==> src/rtl/mskstate_scan_seq_pkg.sv <==
// Shared definitions for the masked-state scan sequencer: FSM encoding and sizing constants.
package mskstate_scan_seq_pkg;

    localparam int NBYTES = 16;
    localparam int BYTE_W = 8;

    typedef enum logic [2:0] {
        IDLE   = 3'd0,
        LOAD   = 3'd1,
        START  = 3'd2,
        RUN    = 3'd3,
        UNLOAD = 3'd4
    } state_e;

endpackage

==> src/rtl/mskstate_beat_cnt.sv <==
// Beat counter: counts enabled beats from 0 to nbytes-1 and wraps, with a synchronous clear.
module mskstate_beat_cnt
    import mskstate_scan_seq_pkg::*;
#(
    parameter int nbytes = NBYTES,
    parameter int CNT_W  = (nbytes > 1) ? $clog2(nbytes) : 1
) (
    input  logic clk,
    input  logic rst,
    input  logic clr_i,
    input  logic en_i,
    output logic wrap_o
);

    localparam logic [CNT_W-1:0] LAST = CNT_W'(nbytes - 1);

    logic [CNT_W-1:0] cnt_q, cnt_d;

    assign wrap_o = (cnt_q == LAST);

    always_comb begin
        cnt_d = cnt_q;
        if (clr_i) begin
            cnt_d = '0;
        end else if (en_i) begin
            cnt_d = wrap_o ? '0 : cnt_q + 1'b1;
        end
    end

    always_ff @(posedge clk) begin
        if (rst) begin
            cnt_q <= '0;
        end else begin
            cnt_q <= cnt_d;
        end
    end

endmodule

==> src/rtl/mskstate_scan_seq.sv <==
// Sequencer that loads masked bytes into a scan chain, runs the round core, and unloads the result.
module mskstate_scan_seq
    import mskstate_scan_seq_pkg::*;
#(
    parameter int d      = 2,
    parameter int nbytes = NBYTES
) (
    input  logic                  clk,
    input  logic                  rst,
    input  logic                  in_valid,
    output logic                  in_ready,
    input  logic [BYTE_W*d-1:0]   in_data,
    output logic                  out_valid,
    input  logic                  out_ready,
    output logic [BYTE_W*d-1:0]   out_data,
    output logic                  chain_scan_en,
    output logic                  chain_en,
    output logic [BYTE_W*d-1:0]   chain_in,
    input  logic [BYTE_W*d-1:0]   chain_tail,
    output logic                  core_start,
    input  logic                  core_en,
    input  logic                  core_done,
    output logic                  busy
);

    state_e state_q, state_d;
    logic   cnt_en;
    logic   cnt_wrap;

    mskstate_beat_cnt #(
        .nbytes (nbytes)
    ) u_beat_cnt (
        .clk    (clk),
        .rst    (rst),
        .clr_i  (state_q == START),
        .en_i   (cnt_en),
        .wrap_o (cnt_wrap)
    );

    // Masked shares only ever travel through wires and muxes; no lane mixing.
    assign out_data = chain_tail;

    always_comb begin
        state_d       = state_q;
        in_ready      = 1'b0;
        out_valid     = 1'b0;
        chain_scan_en = 1'b0;
        chain_en      = 1'b0;
        chain_in      = '0;
        core_start    = 1'b0;
        busy          = 1'b0;
        cnt_en        = 1'b0;
        if (!rst) begin
            busy = (state_q != IDLE);
            case (state_q)
                IDLE, LOAD: begin
                    in_ready = 1'b1;
                    if (in_valid) begin
                        chain_scan_en = 1'b1;
                        chain_en      = 1'b1;
                        chain_in      = in_data;
                        cnt_en        = 1'b1;
                        state_d       = cnt_wrap ? START : LOAD;
                    end
                end
                START: begin
                    core_start = 1'b1;
                    state_d    = RUN;
                end
                RUN: begin
                    chain_en = core_en;
                    if (core_done) begin
                        state_d = UNLOAD;
                    end
                end
                UNLOAD: begin
                    out_valid = 1'b1;
                    if (out_ready) begin
                        chain_scan_en = 1'b1;
                        chain_en      = 1'b1;
                        cnt_en        = 1'b1;
                        if (cnt_wrap) begin
                            state_d = IDLE;
                        end
                    end
                end
                default: state_d = IDLE;
            endcase
        end
    end

    // Reset aborts to IDLE but leaves chain contents alone; the next load overwrites them.
    always_ff @(posedge clk) begin
        if (rst) begin
            state_q <= IDLE;
        end else begin
            state_q <= state_d;
        end
    end

endmodule

==> config.mk <==
export PLATFORM = sky130hd
export DESIGN_NAME = mskstate_scan_seq
export DESIGN_NICKNAME = d
export VERILOG_FILES = /design/src/rtl/mskstate_scan_seq_pkg.sv /design/src/rtl/mskstate_beat_cnt.sv /design/src/rtl/mskstate_scan_seq.sv
export SDC_FILE = /design/constraint.sdc
export NUM_CORES = 1
export LEC_CHECK = 0
export BUFFER_PORTS_ARGS = -buffer_cell sky130_fd_sc_hd__buf_2
export CAP_MARGIN = 20
export CORE_UTILIZATION = 38
export DETAILED_ROUTE_END_ITERATION = 6
export GPL_ROUTABILITY_DRIVEN = 0
export MAX_ROUTING_LAYER = met4
export PLACE_DENSITY = 0.92
export SYNTH_ARGS = -nofsm -noshare
export SYNTH_HDL_FRONTEND = slang
export SYNTH_SLANG_ARGS = --single-unit
==> constraint.sdc <==
create_clock -name clk -period 3.2 [get_ports clk]
set_clock_uncertainty 0.1 [all_clocks]
set_input_delay 0.48 -clock clk [delete_from_list [all_inputs] [get_ports clk]]
set_output_delay 0.48 -clock clk [all_outputs]
set_load 0.01 [all_outputs]
# After elaboration in Yosys (flattened, before gate mapping)
# Index checks and enable logic that the tools add are counted.
dict set report totals {
  input_bits 38
  ff_bits 7
}
dict set report op_classes {
  eq_ne 9
  addsub 1
  n_reduce_logical 5
  mux 23
}
# operator n
set ops {}
lappend ops {{$mux 16} 3}
lappend ops {{$mux 3} 4}
lappend ops {{$pmux 3 s4} 1}
lappend ops {{$mux 1} 11}
lappend ops {{$ne 2x2->1 const B} 4}
lappend ops {{$eq 3x2->1 const B} 2}
lappend ops {{$add 4x1->4 const B} 1}
lappend ops {{$eq 4x4->1 const B} 1}
lappend ops {{$mux 4} 1}
lappend ops {{$reduce_and 4->1} 1}
lappend ops {{$reduce_or 2->1} 2}
lappend ops {{$eq 3x1->1 const B} 1}
lappend ops {{$eq 3x3->1 const B} 1}
lappend ops {{$logic_not 3->1} 1}
lappend ops {{$pmux 1 s3} 1}
lappend ops {{$reduce_bool 3->1} 1}
lappend ops {{$mux 2} 1}
lappend ops {{$pmux 1 s2} 1}

# Depth between registers and ports, before layout
dict set report logic_depth {
  ltp_word 4
  depth_mapped 4
  ltp_nobuf 4
}

# By module
# Synthesis repeated with hierarchy kept, for this count alone.
dict set report unflattened {
  cells_unflattened 83
  hier_area_um2 659.4
}
# module seq_area_each_um2 cells_each instances area_each_um2
set by_module_without_submodules {}
lappend by_module_without_submodules {mskstate_scan_seq 60.1 64 1 479.2}
lappend by_module_without_submodules {mskstate_beat_cnt 80.1 19 1 180.2}

# Worst setup path before layout
# Ideal clock, no wire load.
dict set report synth_timing {
  path_type {input -> output}
  from {in rst}
  to {out chain_in[0]}
  path_stages 4
  path_buffers 2
  arrival_ns 1.369
  slack_ns 1.251
  path_cell_list {clkbuf_1 > nor3_2 > buf_2 > and3_1}
}
dict set report synth_between {
  elab_chain_len 1
}
# item line
set synth_lines {}
lappend synth_lines {{from (decl)} mskstate_scan_seq.sv:9} ;# input logic rst,
lappend synth_lines {{$mux 16} mskstate_scan_seq.sv:53} ;# if (!rst) begin
lappend synth_lines {{to (decl)} mskstate_scan_seq.sv:18} ;# output logic [BYTE_W*d-1:0] chain_in,
# Every way passes these cells.

# Final worst setup path
dict set report layout_timing {
  from {reg state_q[1]}
  to {out chain_in[10]}
}
dict set report layout_between {
  elab_chain_len 4
  word_cells_on_any_way 5
  classes_between {1 x eq/ne; 2 x mux; 2 x reduce/logical}
}
# item line
set layout_lines {}
lappend layout_lines {{from (decl)} mskstate_scan_seq.sv:26} ;# state_e state_q, state_d;
lappend layout_lines {{from (signal assigned)} mskstate_scan_seq.sv:97} ;# state_q <= state_d;
lappend layout_lines {{$eq 3x1->1 / $logic_not 3->1 (equally long branches)} mskstate_scan_seq.sv:55} ;# case (state_q)
lappend layout_lines {{$reduce_or 2->1 (*)} mskstate_scan_seq.sv:55}
lappend layout_lines {{$mux 16 (*)} mskstate_scan_seq.sv:55}
lappend layout_lines {{$mux 16 (*)} mskstate_scan_seq.sv:53}
# Mark *: on every way between the ends. The rest lies on a longest branch, timed or not.

==> impl_metrics.toml <==
[run_status]
outcome = "finished clean"

[critical_path]
path_max_fanout = 18
worst-path-buf-inv = 1
critPathLaunchType = "flop"
reg2reg_to = "state_q[1]"
rr_startpoint = "state_q[1]"
arrival_ns = 1.72
crit_family = "simple AND/OR/NAND/NOR gates"
path_cells = "nor3_2, and3_1, buf_2"
worstRegToRegCells = 3
slowest_delay_ns = 0.66
worstSetupPathType = "flop to primary output"
crit_path_top_delay_cell = "nor3_2"
end_kind = "primary output"
worst-endpoint-required_ns = 2.62
rrSetupSlack_ns = 1.48

[global_routing]
antenna_found_initial = 0
grt_max_degree = 20
overflow = 0
grt_first_pass_wirelength_um = 2420
track_usage_pct = 16.4
first_global_vias = 598

[power_and_ir_drop]
p_seq_share_pct = 42.3
power.density_nw_per_um2 = 265
intPower_uw = 165
ir_drop_uv = 126
clkPwrFrac_pct = 33.2
sw_frac_of_total_pct = 27.0
leakagePower_uw = 0.000476
power_switching_uw = 60.9
p_comb_share_pct = 24.6

[yosys]
postSynthAreaPerCell_um2 = 8.15
yosysSeqAreaShare_pct = 18.9
async_flop_share_pct = 0
ys.flop_type = "dfxtp_1"
synth_top_area_share_pct = 18.9
yosys.area.top_type = "dfxtp_1"
synth_edf_count = 0
synthTopCellsByCount = "and3_1, buf_4, dfxtp_1"
syn-num-nets = 130
yosys_register_bits = 7
synthesis.area_um2 = 742
yosys_warnings = 0
synth.area.top_cells = "dfxtp_1, buf_4, and3_1, nand3_1, buf_6"
synth_cell_types = 36
synthCells = 91

[sta]
period_needed_ns = 2.30
slew_headroom_pct = 52.9
period_share_pct = 71.8
tns_ns = 0
maxSlewViolCount = 0
max_freq_mhz = 435
finalHoldViolCount = 0
setup_ws_ns = 0.901
setup_violations = 0
max_slew.worst_pin.slew_ns = 0.703
rsz0062_at_grt = "no"

[finish]
diodes = 0
fin_nets = 155
area_growth_pct = 14.8
post_route_cells_drive_above_1_share_pct = 45.2

[placed_design]
dpl.hpwl_um = 1470
place_worst_setup_slack_ns = 1.05
port_buffers = 43

[drt]
dr.pass1.iters = 4
wire_per_inst_um = 13.2
routed_wl_um = 1840
vias_per_cell = 5.72
drt_iter0_markers = 48
drc = 0
routed-via-count = 801
ant_nets = 0

[floorplan]
num_rows = 15
die_w_um = 46.2
io_pins = 76
die_h_um = 46.2
core-area_um2 = 1780
die-area_um2 = 2130
start_util_pct = 41.6

[worst_hold_path]
min_path_type = "primary input to flop"
hp-start = "rst"
hold_end = "state_q[0]"
whs_path_depth = 2

[clock_network]
clock_latency_ns = 0.24
holdBufCountCts = 0
cts_sinks = 7
cts.clk_slew.worst_paths_ns = 0.05
root_buffer = "clkbuf_4"
cts_resized = 0
cts_tree = "yes"
htreeDepth = 1
clockBufferDepth = 2
cts_setup_buffers = 0
numCtsBuffers = 3

[flow_run]
maxCapViolCount = 0
==> state kept, by name, summed over array words and instances (netlist names) <==
signal and flops:
u_beat_cnt.cnt_q 4, state_q 3
==> worst register-to-register path: cells and delay by family (launching register included) <==
family,cells,cell delay (ns)
AND/OR/NAND/NOR,2,0.97
flip-flops,1,0.44
AO/OA/AOI/OAI,1,0.15
==> placed cells by master (no fill, tap or decap), types with 2 or more instances in the layout <==
cell and n:
nand3_1 5, o211ai_1 2, nor3_2 2, nor3b_1 2, buf_2 43, o221a_1 2
clkbuf_4 3, o21ai_0 3, nor4b_1 2, a21oi_1 3, a21oi_2 2, dfxtp_1 7
nor3_1 2, nor2_1 2, and3_1 16
==> cell type report <==
class	instances	area (µm²)
Timing Repair Buffer	43	215
Tap cell	25	31.3
Fill cell	173	931
Inverter	1	3.75
Sequential cell	7	140
Clock buffer	4	26.3
Multi-Input combinational cell	60	435
==> per-layer routing <==
layer  GRT usage (%)  part of all wire (%)  vias up
met3            3.92                   9.6        8
li1                -                     -      379
met4            10.0                   1.9        0
met2            27.6                    50       64
met5               -                     0        -
met1            17.1                    38      350
==> cells by family (layout without fill, tap and decap cells) <==
| family | Yosys count | count (layout) | synth area share [%] |
|---|---|---|---|
| AOI/OAI and AO/OA | 18 | 18 | 18.2 |
| adders and majority gates | 1 | 1 | 1.69 |
| buffers and inverters | 24 | 48 | 22.4 |
| DFF | 7 | 7 | 18.9 |
| muxes | 1 | 1 | 1.35 |
| and+or+nand+nor | 40 | 40 | 37.4 |
==> worst max path at each step <==
stage	start	endpoint	depth (start not counted)
CTS	state_q[1]	chain_in[10]	3
finish	state_q[1]	chain_in[10]	3
detailed placement	rst	chain_in[10]	4
global route	state_q[1]	chain_in[0]	3
global placement	rst	chain_in[13]	4
floorplan	rst	chain_in[0]	4
==> power by group through the flow <==
stage	registers (µW)	logic [µW]	clock network, µW
2_1_floorplan	94.0	52.3	0
3_3_place_gp	96.4	53.5	0
3_5_place_dp	96.9	55.2	0
4_1_cts	95.2	55.4	79.3
5_1_grt	95.9	61.5	80.6
6_report	95.6	55.5	75.0
==> metrics by stage <==
stage	util (%)	std cells	instance area (µm²)	total power (µW)	hold slack, ns
global placement	46.3	136	826	150	0.413
detailed placement	46.3	136	826	152	0.437
CTS	47.8	140	852	230	0.416
finish	47.8	140	852	226	0.426
global route	47.8	140	852	238	0.430
floorplan	-	91	742	146	0.388
(Power assumes the default switching activity.)
